## src/rtl/sensor_link_pkg.sv

```systemverilog
// Definitions shared by both ends of the sensor request/response link:
// checksum key, frame geometry, state encodings and the checksum helper.
package sensor_link_pkg;

    localparam logic [7:0] CHECK_KEY_DEF = 8'h37;
    localparam int         FRAME_BITS    = 10;

    typedef enum logic [1:0] {
        ST_IDLE      = 2'd0,
        ST_FETCH     = 2'd1,
        ST_SEND_DATA = 2'd2,
        ST_SEND_SUM  = 2'd3
    } link_state_e;

    typedef enum logic [1:0] {
        RX_IDLE  = 2'd0,
        RX_START = 2'd1,
        RX_DATA  = 2'd2,
        RX_STOP  = 2'd3
    } rx_state_e;

    function automatic logic [7:0] frame_checksum(input logic [7:0] data, input logic [7:0] key);
        return data ^ key;
    endfunction

endpackage

```

## src/rtl/sensor_responder_if.sv

```systemverilog
// Serial pins, sensor fetch port and status pulses of the sensor responder.
// master = the responder itself, slave = the board around it.
interface sensor_responder_if;
    logic       rx;
    logic       tx;
    logic       sens_req;
    logic [7:0] sens_addr;
    logic       sens_ack;
    logic [7:0] sens_data;
    logic       busy;
    logic       frame_err;
    logic       drop;
    logic       timeout_err;

    modport master (
        input  rx, sens_ack, sens_data,
        output tx, sens_req, sens_addr, busy, frame_err, drop, timeout_err
    );

    modport slave (
        output rx, sens_ack, sens_data,
        input  tx, sens_req, sens_addr, busy, frame_err, drop, timeout_err
    );
endinterface

```

## src/rtl/resp_serializer.sv

```systemverilog
// 8N1 transmitter for one response byte. A start accepted in the same cycle
// as done chains the next frame with no idle gap on the line.
module resp_serializer
    import sensor_link_pkg::*;
#(
    parameter int CLKS_PER_BIT = 87
)(
    input  logic       clock,
    input  logic       reset,
    input  logic       start_i,
    input  logic [7:0] byte_i,
    output logic       tx_o,
    output logic       done_o
);
    localparam int              CW       = $clog2(CLKS_PER_BIT);
    localparam logic [CW-1:0]   CNT_LAST = CW'(CLKS_PER_BIT - 1);
    localparam logic [CW-1:0]   CNT_ONE  = {{(CW-1){1'b0}}, 1'b1};
    localparam logic [3:0]      BIT_LAST = 4'(FRAME_BITS - 1);

    logic                  active_q, active_d;
    logic [CW-1:0]         cnt_q, cnt_d;
    logic [3:0]            bit_q, bit_d;
    logic [FRAME_BITS-1:0] shift_q, shift_d;
    logic                  tx_q, tx_d;
    logic                  done_s;

    assign done_s = active_q && (bit_q == BIT_LAST) && (cnt_q == CNT_LAST);
    assign done_o = done_s;
    assign tx_o   = tx_q;

    // Bit timing and shift-out of the current frame
    always_comb begin
        active_d = active_q;
        cnt_d    = cnt_q;
        bit_d    = bit_q;
        shift_d  = shift_q;
        tx_d     = tx_q;
        if (start_i && (!active_q || done_s)) begin
            active_d = 1'b1;
            cnt_d    = {CW{1'b0}};
            bit_d    = 4'd0;
            shift_d  = {1'b1, byte_i, 1'b0};
            tx_d     = 1'b0;
        end else if (active_q) begin
            if (cnt_q == CNT_LAST) begin
                cnt_d = {CW{1'b0}};
                if (bit_q == BIT_LAST) begin
                    active_d = 1'b0;
                    tx_d     = 1'b1;
                end else begin
                    bit_d   = bit_q + 4'd1;
                    shift_d = {1'b1, shift_q[FRAME_BITS-1:1]};
                    tx_d    = shift_q[1];
                end
            end else begin
                cnt_d = cnt_q + CNT_ONE;
            end
        end else begin
            tx_d = 1'b1;
        end
    end

    // Serializer state registers; the line idles high
    always_ff @(posedge clock or negedge reset) begin
        if (!reset) begin
            active_q <= 1'b0;
            cnt_q    <= {CW{1'b0}};
            bit_q    <= 4'd0;
            shift_q  <= {FRAME_BITS{1'b1}};
            tx_q     <= 1'b1;
        end else begin
            active_q <= active_d;
            cnt_q    <= cnt_d;
            bit_q    <= bit_d;
            shift_q  <= shift_d;
            tx_q     <= tx_d;
        end
    end

endmodule

```

## src/rtl/sensor_responder.sv

```systemverilog
// Sensor-side end of the serial link: decodes a request byte, fetches the
// sensor value and answers with the data byte followed by its checksum.
module sensor_responder
    import sensor_link_pkg::*;
#(
    parameter int         CLKS_PER_BIT = 87,
    parameter int         NUM_SENSORS  = 32,
    parameter logic [7:0] CHECK_KEY    = CHECK_KEY_DEF,
    parameter int         ACK_TIMEOUT  = 1024
)(
    input logic              clock,
    input logic              reset,
    sensor_responder_if.master link
);
    localparam int            CW        = $clog2(CLKS_PER_BIT);
    localparam logic [CW-1:0] CNT_LAST  = CW'(CLKS_PER_BIT - 1);
    localparam logic [CW-1:0] HALF_LAST = CW'(CLKS_PER_BIT / 2 - 1);
    localparam logic [CW-1:0] CNT_ONE   = {{(CW-1){1'b0}}, 1'b1};
    localparam int            AW        = $clog2(ACK_TIMEOUT);
    localparam logic [AW-1:0] ACK_LAST  = AW'(ACK_TIMEOUT - 1);
    localparam logic [AW-1:0] ACK_ONE   = {{(AW-1){1'b0}}, 1'b1};

    // Receive path
    logic          rx_meta_q, rx_sync_q, rx_prev_q;
    rx_state_e     rx_state_q, rx_state_d;
    logic [CW-1:0] rx_cnt_q, rx_cnt_d;
    logic [2:0]    rx_bit_q, rx_bit_d;
    logic [7:0]    rx_shift_q, rx_shift_d;
    logic          rx_done_s, rx_ferr_s, rx_index_ok_s;

    // Main FSM and registered outputs
    link_state_e   state_q, state_d;
    logic          sens_req_q, sens_req_d;
    logic [7:0]    sens_addr_q, sens_addr_d;
    logic [7:0]    sum_q, sum_d;
    logic [AW-1:0] ack_cnt_q, ack_cnt_d;
    logic          busy_q, busy_d;
    logic          drop_q, drop_d;
    logic          frame_err_q;
    logic          timeout_err_q, timeout_err_d;

    logic          ser_start_s, ser_done_s, ser_tx_s;
    logic [7:0]    ser_byte_s;

    // Two-flop synchronizer plus one history flop for falling-edge detection
    always_ff @(posedge clock or negedge reset) begin
        if (!reset) begin
            rx_meta_q <= 1'b1;
            rx_sync_q <= 1'b1;
            rx_prev_q <= 1'b1;
        end else begin
            rx_meta_q <= link.rx;
            rx_sync_q <= rx_meta_q;
            rx_prev_q <= rx_sync_q;
        end
    end

    // Deserializer: half-bit start check, then one sample per bit period
    always_comb begin
        rx_state_d = rx_state_q;
        rx_cnt_d   = rx_cnt_q;
        rx_bit_d   = rx_bit_q;
        rx_shift_d = rx_shift_q;
        rx_done_s  = 1'b0;
        rx_ferr_s  = 1'b0;
        case (rx_state_q)
            RX_IDLE: begin
                rx_cnt_d = {CW{1'b0}};
                if (rx_prev_q && !rx_sync_q) begin
                    rx_state_d = RX_START;
                end else begin
                    rx_state_d = RX_IDLE;
                end
            end
            RX_START: begin
                if (rx_cnt_q == HALF_LAST) begin
                    rx_cnt_d = {CW{1'b0}};
                    rx_bit_d = 3'd0;
                    if (rx_sync_q) begin
                        rx_state_d = RX_IDLE;
                    end else begin
                        rx_state_d = RX_DATA;
                    end
                end else begin
                    rx_cnt_d = rx_cnt_q + CNT_ONE;
                end
            end
            RX_DATA: begin
                if (rx_cnt_q == CNT_LAST) begin
                    rx_cnt_d   = {CW{1'b0}};
                    rx_shift_d = {rx_sync_q, rx_shift_q[7:1]};
                    if (rx_bit_q == 3'd7) begin
                        rx_state_d = RX_STOP;
                    end else begin
                        rx_bit_d = rx_bit_q + 3'd1;
                    end
                end else begin
                    rx_cnt_d = rx_cnt_q + CNT_ONE;
                end
            end
            RX_STOP: begin
                if (rx_cnt_q == CNT_LAST) begin
                    rx_cnt_d   = {CW{1'b0}};
                    rx_state_d = RX_IDLE;
                    if (rx_sync_q) begin
                        rx_done_s = 1'b1;
                    end else begin
                        rx_ferr_s = 1'b1;
                    end
                end else begin
                    rx_cnt_d = rx_cnt_q + CNT_ONE;
                end
            end
            default: begin
                rx_state_d = RX_IDLE;
                rx_cnt_d   = {CW{1'b0}};
            end
        endcase
    end

    // Deserializer state registers
    always_ff @(posedge clock or negedge reset) begin
        if (!reset) begin
            rx_state_q <= RX_IDLE;
            rx_cnt_q   <= {CW{1'b0}};
            rx_bit_q   <= 3'd0;
            rx_shift_q <= 8'h00;
        end else begin
            rx_state_q <= rx_state_d;
            rx_cnt_q   <= rx_cnt_d;
            rx_bit_q   <= rx_bit_d;
            rx_shift_q <= rx_shift_d;
        end
    end

    assign rx_index_ok_s = ({24'd0, rx_shift_q} < 32'(NUM_SENSORS));

    // Main FSM: accept request, fetch with timeout, then send data and checksum
    always_comb begin
        state_d       = state_q;
        sens_req_d    = sens_req_q;
        sens_addr_d   = sens_addr_q;
        sum_d         = sum_q;
        ack_cnt_d     = ack_cnt_q;
        drop_d        = 1'b0;
        timeout_err_d = 1'b0;
        ser_start_s   = 1'b0;
        ser_byte_s    = sum_q;
        case (state_q)
            ST_IDLE: begin
                ack_cnt_d = {AW{1'b0}};
                if (rx_done_s) begin
                    if (rx_index_ok_s) begin
                        sens_addr_d = rx_shift_q;
                        sens_req_d  = 1'b1;
                        state_d     = ST_FETCH;
                    end else begin
                        drop_d = 1'b1;
                    end
                end else begin
                    state_d = ST_IDLE;
                end
            end
            ST_FETCH: begin
                drop_d = rx_done_s;
                // An ack in the expiry cycle still wins over the timeout
                if (link.sens_ack) begin
                    sum_d       = frame_checksum(link.sens_data, CHECK_KEY);
                    sens_req_d  = 1'b0;
                    ser_start_s = 1'b1;
                    ser_byte_s  = link.sens_data;
                    state_d     = ST_SEND_DATA;
                end else if (ack_cnt_q == ACK_LAST) begin
                    sens_req_d    = 1'b0;
                    timeout_err_d = 1'b1;
                    state_d       = ST_IDLE;
                end else begin
                    ack_cnt_d = ack_cnt_q + ACK_ONE;
                end
            end
            ST_SEND_DATA: begin
                drop_d = rx_done_s;
                if (ser_done_s) begin
                    ser_start_s = 1'b1;
                    ser_byte_s  = sum_q;
                    state_d     = ST_SEND_SUM;
                end else begin
                    state_d = ST_SEND_DATA;
                end
            end
            ST_SEND_SUM: begin
                drop_d = rx_done_s;
                if (ser_done_s) begin
                    state_d = ST_IDLE;
                end else begin
                    state_d = ST_SEND_SUM;
                end
            end
            default: begin
                state_d    = ST_IDLE;
                sens_req_d = 1'b0;
            end
        endcase
        busy_d = (state_d != ST_IDLE);
    end

    // Main FSM state and registered status outputs
    always_ff @(posedge clock or negedge reset) begin
        if (!reset) begin
            state_q       <= ST_IDLE;
            sens_req_q    <= 1'b0;
            sens_addr_q   <= 8'h00;
            sum_q         <= 8'h00;
            ack_cnt_q     <= {AW{1'b0}};
            busy_q        <= 1'b0;
            drop_q        <= 1'b0;
            frame_err_q   <= 1'b0;
            timeout_err_q <= 1'b0;
        end else begin
            state_q       <= state_d;
            sens_req_q    <= sens_req_d;
            sens_addr_q   <= sens_addr_d;
            sum_q         <= sum_d;
            ack_cnt_q     <= ack_cnt_d;
            busy_q        <= busy_d;
            drop_q        <= drop_d;
            frame_err_q   <= rx_ferr_s;
            timeout_err_q <= timeout_err_d;
        end
    end

    resp_serializer #(
        .CLKS_PER_BIT (CLKS_PER_BIT)
    ) u_ser (
        .clock   (clock),
        .reset   (reset),
        .start_i (ser_start_s),
        .byte_i  (ser_byte_s),
        .tx_o    (ser_tx_s),
        .done_o  (ser_done_s)
    );

    assign link.tx          = ser_tx_s;
    assign link.sens_req    = sens_req_q;
    assign link.sens_addr   = sens_addr_q;
    assign link.busy        = busy_q;
    assign link.drop        = drop_q;
    assign link.frame_err   = frame_err_q;
    assign link.timeout_err = timeout_err_q;

endmodule

```

## src/flat_wrapper.sv

```systemverilog
// flat-port wrapper written by rule: the top's interface ports become plain ports
module sensor_responder_flat import sensor_link_pkg::*;
#(
    parameter int         CLKS_PER_BIT = 87,
    parameter int         NUM_SENSORS  = 32,
    parameter logic [7:0] CHECK_KEY    = CHECK_KEY_DEF,
    parameter int         ACK_TIMEOUT  = 1024
)
  (clock, reset, link_rx, link_sens_ack, link_sens_data, link_tx, link_sens_req, link_sens_addr, link_busy, link_frame_err, link_drop, link_timeout_err);
  sensor_responder_if link_i ();
  input logic clock;
  input logic reset;
  input wire logic [$bits(link_i.rx)-1:0] link_rx;
  input wire logic [$bits(link_i.sens_ack)-1:0] link_sens_ack;
  input wire logic [$bits(link_i.sens_data)-1:0] link_sens_data;
  output wire logic [$bits(link_i.tx)-1:0] link_tx;
  output wire logic [$bits(link_i.sens_req)-1:0] link_sens_req;
  output wire logic [$bits(link_i.sens_addr)-1:0] link_sens_addr;
  output wire logic [$bits(link_i.busy)-1:0] link_busy;
  output wire logic [$bits(link_i.frame_err)-1:0] link_frame_err;
  output wire logic [$bits(link_i.drop)-1:0] link_drop;
  output wire logic [$bits(link_i.timeout_err)-1:0] link_timeout_err;
  assign link_i.rx = link_rx;
  assign link_i.sens_ack = link_sens_ack;
  assign link_i.sens_data = link_sens_data;
  assign link_tx = link_i.tx;
  assign link_sens_req = link_i.sens_req;
  assign link_sens_addr = link_i.sens_addr;
  assign link_busy = link_i.busy;
  assign link_frame_err = link_i.frame_err;
  assign link_drop = link_i.drop;
  assign link_timeout_err = link_i.timeout_err;
  sensor_responder #(.CLKS_PER_BIT(CLKS_PER_BIT), .NUM_SENSORS(NUM_SENSORS), .CHECK_KEY(CHECK_KEY), .ACK_TIMEOUT(ACK_TIMEOUT)) u_core (.clock(clock), .reset(reset), .link(link_i));
endmodule
```

## config.mk

```make
export PLATFORM = sky130hd
export DESIGN_NAME = sensor_responder_flat
export DESIGN_NICKNAME = d
export VERILOG_FILES = /design/src/rtl/sensor_link_pkg.sv /design/src/rtl/sensor_responder_if.sv /design/src/rtl/resp_serializer.sv /design/src/rtl/sensor_responder.sv /design/src/flat_wrapper.sv
export SDC_FILE = /design/constraint.sdc
export NUM_CORES = 1
export LEC_CHECK = 0
export ABC_AREA = 1
export CORE_MARGIN = 2
export CORE_UTILIZATION = 53
export CTS_CLUSTER_DIAMETER = 60
export DETAILED_ROUTE_END_ITERATION = 7
export HOLD_SLACK_MARGIN = 0.08
export PLACE_DENSITY_LB_ADDON = 0.08
export REMOVE_ABC_BUFFERS = 1
export SYNTH_ARGS = -nofsm -noshare
export SYNTH_HDL_FRONTEND = slang
export SYNTH_SLANG_ARGS = --single-unit
export TNS_END_PERCENT = 30
```

## constraint.sdc

```tcl
create_clock -name clock -period 1.5 [get_ports clock]
set_input_delay 0.45 -clock clock [delete_from_list [all_inputs] [get_ports clock]]
set_output_delay 0.45 -clock clock [all_outputs]
set_load 0.01 [all_outputs]
```

==> results.yml <==
yosys:
  synth-seq-cells: 77
  yosysTopAreaCellShare: 0.417
  yosys_warnings: 0
  syn_area_sq_mm: 0.00390
  avgSynthCellArea_sq_um: 8.81
  yosys.area.top_type: "dfrtp_1"
  synth.yosys.seq_area_share: 0.498
  yosysUniqueCellTypes: 32
  yosys-top-cells-area: "dfrtp_1 (42%), nand2_1 (9.7%), dfstp_2 (8.1%)"
  netlist_instances: 443
pwr:
  seq_power_share: 0.470
  power.switching_mw: 1.15
  p_leak_nw: 2.62
  p_int_mw: 3.47
  combPwrFrac: 0.142
  swShare: 0.249
  p_per_area_mw_per_mm2: 834
  pwr-share-clk: 0.388
  vdd_drop_max_mv: 0.478
cts:
  clock_sinks: 77
  clockBufferDepth: 2
  tritoncts: "built"
  cts_root_buf: "clkbuf_8"
  worstSkewPairLatency_ns: 0.36
  cts_made_buffers: 9
  clkTransAtPathRegs_ns: 0.08
  cts_max_level: 3
placement:
  hpwl_microns: 5760
  dp_slack_ns: -0.330
  port_buffers: 25
  place_congestion: 0.844
  dp_cells: 628
timing:
  drv_slew: 0
  min_period_ns: 1.66
  fmax_ghz: 0.603
  rsz0062_at_grt: "true"
  hold_viol: 0
  setup_viol: 43
  final.setup.worst_slack_ns: -0.159
  min_period_over_period: 1.11
  tightest_slew_ns: 0.252
  finClkSkew_ns: 0.0155
  max-slew-margin-rel: 0.830
route:
  wl_per_cell_microns: 14.2
  ant_nets: 0
  dr.pass1.iters: 4
  route.detailed.drc: 0
  viasPerCell: 5.20
  drt-initial-drc-count: 122
  wirelength_microns: 9470
  dr_total_vias: 3458
grt:
  grt_pass1_vias: 3185
  grt_pass1_wl_microns: 14300
  grt_overflow_total: 0
  antenna_found_initial: 0
  grt_max_degree: 33
  track_usage: 0.217
worst_setup_path:
  required_ns: 1.79
  critical_path_class: "reg -> reg"
  cp.arrival_ns: 1.95
  cp-end-kind: "flip-flop"
  crit_fanout: 6
  cp-start-kind: "flip-flop"
flow_run:
  cap_violations: 0
final_layout:
  fillCellCount: 494
  syn2layout_area_growth_pct: 42.1
  nNetsFinal: 587
  layout-drive-gt1-share: 0.376
  fin_cells: 665
  antenna_cells: 0
hold_path:
  hp-class: "reg -> reg"
floorplanning:
  die-area_sq_mm: 0.00806
  die_w_microns: 89.8
  fp.dieH_microns: 89.8
  initial_core_util: 0.544
  ios: 26
  fp-row-count: 31
  core_area_sq_mm: 0.00718
run_status:
  violations: "setup timing"
  status: "finished with violations"
per-layer routing:
layer	global-route usage	up-vias	routed length (microns)
li1	-	1678	-
met1	0.290	1695	4140
met2	0.360	69	4850
met3	0.0302	16	288
met4	0.0846	0	189
met5	0	-	0
timing repair:
item,CTS,global route
hold buffers,1,0
buffers inserted,2,13
pin swaps,8,24
hold endpoints to repair,11,0
endpoints found under the setup margin,74,64
gates cloned,2,3
gates resized for setup,49,70
registers in the layout (all words and copies together), names as in the netlist, 2 cells and up, named ones only:
signal,cells
u_core.state_q,2
u_core.ack_cnt_q,10
u_core.rx_bit_q,3
u_core.sum_q,8
u_core.rx_shift_q,8
u_core.link.sens_addr,8
u_core.u_ser.shift_q,8
u_core.u_ser.bit_q,4
u_core.rx_cnt_q,7
u_core.u_ser.cnt_q,7
cell families after synthesis:
| kind of cell | share of synthesized area |
|---|---|
| multiplexers | 0.0115 |
| adder cells (fa/ha/maj) | 0.0449 |
| AO/OA/AOI/OAI | 0.0728 |
| flip-flops | 0.498 |
| buffers and inverters | 0.0661 |
| XOR/XNOR | 0.0269 |
| AND/OR/NAND/NOR | 0.280 |
cells in the mapped netlist, drive strengths merged:
library cell,instances
ha,14
nand3b,1
nand3,54
nand2,104
nand4,11
buf,8
a21oi,9
dfstp,12
clkbuf,2
a31oi,1
dfrtp,65
inv,53
mux2,4
xor2,9
xnor2,3
o22ai,3
nor2,44
o21ai,39
nor3,7
worst paths after layout:
check	start	depth (start not counted)	endpoint	slack, ns
worst max-delay path	u_core.rx_cnt_q[0]	10	u_core.link.busy	-0.16
worst min-delay path	u_core.rx_meta_q	0	u_core.rx_sync_q	0.36
worst max register to register	u_core.rx_cnt_q[0]	10	u_core.link.busy	-0.16
worst min register to register	u_core.rx_meta_q	0	u_core.rx_sync_q	0.36
max in group asynchronous	reset	3	u_core.u_ser.shift_q[1]	0.46
min in group asynchronous	reset	2	u_core.link.sens_addr[6]	0.53
worst max-delay path: stages, from the launching register on:
cell and delay, ns:
dfrtp_1 0.38, inv_1 0.06, ha_2 0.18, nand3_2 0.10, nor2_4 0.14, nand3_2 0.11, nor2_4 0.20, clkinvlp_4 0.22
nand2_1 0.10, nor2_1 0.06, nand2_1 0.07
final cells by class:
class	instances	area [sq um]	area share
Tap cell	99	124	0.0223
Timing Repair Buffer	112	950	0.171
Inverter	53	213	0.0384
Sequential cell	77	1940	0.350
Timing Repair inverter	1	7.51	0.00135
Clock buffer	13	159	0.0287
Multi-Input combinational cell	307	2080	0.375
Clock inverter	3	67.6	0.0122
placed cells by master, fill, tap and decap left out, types with 9 or more instances in the layout:
cell / instances
dfrtp_1: 65
nand2_1: 84
nand4_1: 11
nand3_2: 20
inv_1: 38
dfstp_2: 12
inv_2: 12
xor2_1: 9
nand3_1: 28
buf_4: 80
nand2_2: 16
clkdlybuf4s50_1: 10
o21ai_1: 14
o21ai_0: 18
clkbuf_8: 11
nor2_1: 32
per-stage QoR:
step / power [mW] / hold slack, ns / cell area, sq um / util / setup TNS, ns
CTS: 4.59 / 0.362 / 5120 / 0.713 / -4.18
detailed placement: 2.81 / 0.331 / 4770 / 0.665 / -12.18
global route: 4.83 / 0.363 / 5540 / 0.772 / -7.00
global placement: 2.79 / 0.327 / 4770 / 0.665 / -10.02
finish: 4.62 / 0.359 / 5540 / 0.772 / -3.65
floorplan: 2.48 / 0.154 / 3840 / - / -8.57
power groups by stage:
stage / Clock [mW] / Sequential, mW / Combinational (mW)
finish: 1.79 / 2.17 / 0.658
global route: 1.92 / 2.17 / 0.733
CTS: 1.81 / 2.17 / 0.609
detailed placement: 0 / 2.21 / 0.602
global placement: 0 / 2.21 / 0.582
floorplan: 0 / 2.23 / 0.241
No activity file was read; power rests on OpenSTA's default activity.
